[config.mk]
export PLATFORM = sky130hd
export DESIGN_NAME = hazard_ctrl_p
export DESIGN_NICKNAME = d
export VERILOG_FILES = /design/src/rtl/hazard_ctrl_p.sv
export SDC_FILE = /design/constraint.sdc
export NUM_CORES = 1
export LEC_CHECK = 0
export BUFFER_PORTS_ARGS = -buffer_cell sky130_fd_sc_hd__buf_4
export CAP_MARGIN = 20
export CORE_MARGIN = 2
export CORE_UTILIZATION = 48
export DETAILED_ROUTE_END_ITERATION = 12
export PLACE_DENSITY = 0.83
export SLEW_MARGIN = 25
export SYNTH_ARGS = -nofsm -noshare
export SYNTH_HDL_FRONTEND = slang
export SYNTH_SLANG_ARGS = --single-unit
export TNS_END_PERCENT = 1
[constraint.sdc]
create_clock -name clk -period 4.3 [get_ports clk]
set_input_delay 0.86 -clock clk [delete_from_list [all_inputs] [get_ports clk]]
set_output_delay 0.86 -clock clk [all_outputs]
set_load 0.01 [all_outputs]
[src/rtl/hazard_ctrl_p.sv]
// Pipeline hazard controller: load-use and MDU stalls, PC redirect mux, EX flush, perf counters.
// Outputs are combinational from state and inputs; ex_jmp_vld overrides any stall.
module hazard_ctrl_p #(
  parameter int XLEN        = 32,
  parameter int REG_AW      = 5,
  parameter int LOAD_STALL  = 1,
  parameter int FLUSH_DEPTH = 2,
  parameter int CNT_W       = 16
) (
  input  logic              clk,
  input  logic              rst,
  input  logic [REG_AW-1:0] id_rs1,
  input  logic [REG_AW-1:0] id_rs2,
  input  logic              id_rs1_used,
  input  logic              id_rs2_used,
  input  logic [REG_AW-1:0] ex_rd,
  input  logic              ex_is_load,
  input  logic              id_jmp_vld,
  input  logic [XLEN-1:0]   id_imm,
  input  logic [XLEN-1:0]   id_pc,
  input  logic              ex_jmp_vld,
  input  logic [XLEN-1:0]   ex_jmp_addr,
  input  logic              mdu_busy,
  output logic              hold_if,
  output logic              nop_id,
  output logic              jmp_vld_if,
  output logic [XLEN-1:0]   jmp_addr_if,
  output logic              inst_vld_ex,
  output logic [CNT_W-1:0]  stall_cnt,
  output logic [CNT_W-1:0]  flush_cnt
);

  localparam logic [1:0]       S_RUN   = 2'd0;
  localparam logic [1:0]       S_LU    = 2'd1;
  localparam logic [1:0]       S_MDU   = 2'd2;
  localparam logic [2:0]       LU_INIT = 3'(LOAD_STALL - 1);
  localparam logic [2:0]       FL_INIT = 3'(FLUSH_DEPTH - 1);
  localparam logic [CNT_W-1:0] CNT_MAX = '1;

  logic [1:0]       state_q, state_d;
  logic [2:0]       lu_rem_q, lu_rem_d;
  logic [2:0]       fl_rem_q, fl_rem_d;
  logic [CNT_W-1:0] stall_cnt_q, flush_cnt_q;
  logic             lu, shadow, hold;

  assign lu = ex_is_load && (ex_rd != '0)
              && ((id_rs1_used && (id_rs1 == ex_rd)) || (id_rs2_used && (id_rs2 == ex_rd)));
  // Anything seen in ID while EX redirects or the flush drains is wrong-path.
  assign shadow = ex_jmp_vld || (fl_rem_q != 3'd0);

  always_comb begin
    state_d  = state_q;
    lu_rem_d = lu_rem_q;
    hold     = 1'b0;
    if (ex_jmp_vld) begin
      state_d  = S_RUN;
      lu_rem_d = 3'd0;
    end else begin
      case (state_q)
        S_RUN: begin
          if (lu && !shadow) begin
            hold = 1'b1;
            if (LOAD_STALL > 1) begin
              state_d  = S_LU;
              lu_rem_d = LU_INIT;
            end
          end else if (mdu_busy) begin
            hold    = 1'b1;
            state_d = S_MDU;
          end
        end
        S_LU: begin
          hold     = 1'b1;
          lu_rem_d = lu_rem_q - 3'd1;
          if (lu_rem_q <= 3'd1) begin
            state_d  = S_RUN;
            lu_rem_d = 3'd0;
          end
        end
        S_MDU: begin
          if (mdu_busy) hold = 1'b1;
          else          state_d = S_RUN;
        end
        default: state_d = S_RUN;
      endcase
    end
  end

  always_comb begin
    fl_rem_d = fl_rem_q;
    if (ex_jmp_vld)              fl_rem_d = FL_INIT;
    else if (fl_rem_q != 3'd0)   fl_rem_d = fl_rem_q - 3'd1;
  end

  always_comb begin
    jmp_vld_if  = 1'b0;
    jmp_addr_if = '0;
    if (!rst) begin
      if (ex_jmp_vld) begin
        jmp_vld_if  = 1'b1;
        jmp_addr_if = ex_jmp_addr;
      end else if (id_jmp_vld && !shadow && !hold) begin
        jmp_vld_if  = 1'b1;
        jmp_addr_if = id_pc + id_imm;
      end
    end
  end

  assign hold_if     = hold && !rst;
  assign nop_id      = hold && !rst;
  assign inst_vld_ex = !rst && !ex_jmp_vld && (fl_rem_q == 3'd0);
  assign stall_cnt   = stall_cnt_q;
  assign flush_cnt   = flush_cnt_q;

  always_ff @(posedge clk or posedge rst) begin
    if (rst) begin
      state_q     <= S_RUN;
      lu_rem_q    <= 3'd0;
      fl_rem_q    <= 3'd0;
      stall_cnt_q <= '0;
      flush_cnt_q <= '0;
    end else begin
      state_q  <= state_d;
      lu_rem_q <= lu_rem_d;
      fl_rem_q <= fl_rem_d;
      if (hold && (stall_cnt_q != CNT_MAX))       stall_cnt_q <= stall_cnt_q + 1'b1;
      if (ex_jmp_vld && (flush_cnt_q != CNT_MAX)) flush_cnt_q <= flush_cnt_q + 1'b1;
    end
  end

endmodule

==> impl_metrics.yaml <==
pwr:
  finalPower_mw: 1.52
  p_int_mw: 0.915
  p_sw_share_pct: 39.6
  leakagePower_nw: 2.75
  power-per-cell-area_nw_per_um2: 274
  combPwrFrac_pct: 50.9
  p_clk_share_pct: 16.1
  p_sw_mw: 0.601
  p_seq_share_pct: 33.0
  peakVddDrop_mv: 0.278
global_routing:
  grt_max_degree: 39
  antenna_found_initial: 0
  grt_pass1_vias: 4082
  gr-total-overflow: 0
  grt_usage_pct: 26.3
  grt_pass1_wl_um: 18800
placement:
  placedCellCount: 761
  io_buffers: 186
  dp.final_hpwl_um: 9640
  gp_congestion: 0.923
worst_setup_path:
  required_ns: 3.44
  critPathLaunchType: "input port"
  cp.arrival_ns: 3.27
  criticalPathCategory: "in -> out"
  cp_max_fo: 4
  end_kind: "output pin"
floorplan:
  pin_count: 187
  die_h_um: 94.1
  row_count: 32
  coreArea_um2: 7810
  die_area_um2: 8850
  die_w_um: 94.1
  start_util_pct: 49.9
synth:
  synth-edff-count: 0
  syn_area_um2: 3890
  yosys.area.top_type: "dfrtp_1"
  syn_avg_cell_area_um2: 8.09
  synth_cell_type_count: 57
  ys_top_cells_by_area: "dfrtp_1 (23%), ha_1 (11%), xnor2_1 (10%)"
  syn_nets: 636
  synth_ff_type: "dfrtp_1"
  yosysWarnings: 0
  synth-seq-cells: 36
  synth_seq_area_share_pct: 23.1
  synthCells: 481
  ys_async_sr_fraction_pct: 100
  synth.top_cell.area_share_pct: 23.1
final_layout:
  fin_nets: 821
  syn_to_final_growth_pct: 42.1
  final_util_pct: 70.8
  final_cell_mix: "buf_4 (200), xnor2_1 (45), nand2_1 (44), nor2_1 (44), a21oi_1 (37)"
  final_common_cell: "buf_4"
  drive_gt1_share_pct: 32.7
  fillers: 626
  n_antenna_cell: 0
  final_cells: 769
routing:
  drtPass1Iterations: 4
  ant_nets: 0
  route.detailed.drc: 0
  via_per_inst: 5.51
  drt-total-wl_um: 11800
  wl_per_cell_um: 15.3
  vias: 4239
  dr.first_iter.drc_count: 179
sta:
  slew_violations: 0
  rsz0062_at_grt: "no"
  finalHoldViolations: 0
  worst_hold_slack_ns: 0.502
  slew_headroom_pct: 67.1
  tightest_slew_ns: 0.487
  fmax_mhz: 242
  clock_skew_ns: 0.00398
  post-route-period-util_pct: 96.0
  setup_viol: 0
  period_needed_ns: 4.13
min_path:
  worstHoldPathType: "reg -> reg"
outcome:
  status: "completed"
cts:
  insertion_delay_ns: 0.29
  clock_sinks: 36
  cts_root_buffer: "clkbuf_8"
  clockBufferDepth: 2
  htreeDepth: 2
  clkTransAtPathRegs_ns: 0.07
  tritoncts: "done"
  numCtsBuffers: 5
  post_cts_buffers: 0
run:
  maxCapViolations: 0
-- layout make-up --
class / count / area (µm²) / area share [%]
repair buffers: 200 / 1500 / 27.1
multi-input cells: 403 / 2840 / 51.3
clock buffers: 6 / 72.6 / 1.31
well taps: 102 / 128 / 2.31
clock inverters: 2 / 16.3 / 0.294
flip-flops and latches: 36 / 901 / 16.3
inverters: 20 / 75.1 / 1.36
-- cell families after synthesis --
| kind of cell | after synthesis | share of synthesized area (%) |
|---|---|---|
| flip-flops | 36 | 23.1 |
| AND/OR/NAND/NOR | 164 | 20.9 |
| adder cells (fa/ha/maj) | 36 | 11.8 |
| multiplexers | 4 | 1.09 |
| XOR/XNOR | 65 | 14.6 |
| AO/OA/AOI/OAI | 134 | 24.0 |
| buffers and inverters | 42 | 4.40 |
-- sequential cells by signal (all words and copies together), names as in the netlist --
register and count:
flush_cnt 16, stall_cnt 16, fl_rem_q 3, state_q 1
-- power groups by stage --
stage	sequential, mW	combinational [mW]	clock (mW)
after floorplan	0.509	0.425	0
after global placement	0.497	0.749	0
after detailed placement	0.502	0.768	0
after CTS	0.499	0.772	0.247
after global routing	0.513	0.857	0.260
final	0.500	0.773	0.243
-- metal layers --
layer  wire length, µm  vias up  global-route usage, %
met4               144        0                   4.83
li1                  -     2103                      -
met3              1060       16                   5.62
met5                 0        -                      0
met1              4920     1926                   33.7
met2              5650      194                   45.9
-- critical path, stage by stage --
cell     delay [ns]
buf_4          0.12
ha_1           0.27
a21oi_1        0.22
nor2_1         0.09
o31a_1         0.35
o31ai_2        0.35
o31ai_2        0.14
buf_4          0.16
a31oi_1        0.26
xnor2_1        0.11
a22o_1         0.20
buf_4          0.14
-- Yosys cell counts, drive strengths merged, types with 3 or more instances --
library cell and instances:
nor2 45, xnor2 45, nand2 44, a21oi 37, dfrtp 36, ha 35, inv 20, xor2 20
o21ai 19, clkbuf 18, a22o 16, a21o 15, nand4 13, nand3 11, and3 9, nor3 8
a31oi 7, and2 7, and4 6, nor2b 6, o21a 6, a211oi 4, a22oi 4, buf 4
nand2b 4, o211ai 4, a2111oi 3, a311oi 3, o21bai 3, o31ai 3
-- timing repair --
item | 4_1_cts | 5_1_grt
gates resized for setup | 1 | 3
setup endpoints to repair | 1 | 4
hold buffers | 0 | 0
-- through the flow --
step           cell area (µm²)  setup TNS, ns  worst slack, ns
2_1_floorplan             3890              0            0.405
3_3_place_gp              5430              0          0.00432
3_5_place_dp              5430        -0.0137          -0.0137
4_1_cts                   5520              0            0.125
5_1_grt                   5530              0          0.00167
6_report                  5530              0            0.173
-- path summary, 6_finish.rpt --
check | startpoint | endpoint | slack, ns | cells after the start
setup / recovery | id_imm[1] | jmp_addr_if[23] | 0.17 | 12
hold / removal | stall_cnt[9]$_DFFE_PP0P_ | stall_cnt[9]$_DFFE_PP0P_ | 0.50 | 1
hold reg to reg | stall_cnt[9]$_DFFE_PP0P_ | stall_cnt[9]$_DFFE_PP0P_ | 0.50 | 1
setup reg to reg | stall_cnt[6]$_DFFE_PP0P_ | stall_cnt[7]$_DFFE_PP0P_ | 1.75 | 8
min in group asynchronous | rst | stall_cnt[11]$_DFFE_PP0P_ | 0.75 | 3
max in group asynchronous | rst | state_q[1]$_DFFE_PP0P_ | 3.23 | 3
No activity file was read; power rests on OpenSTA's default activity.
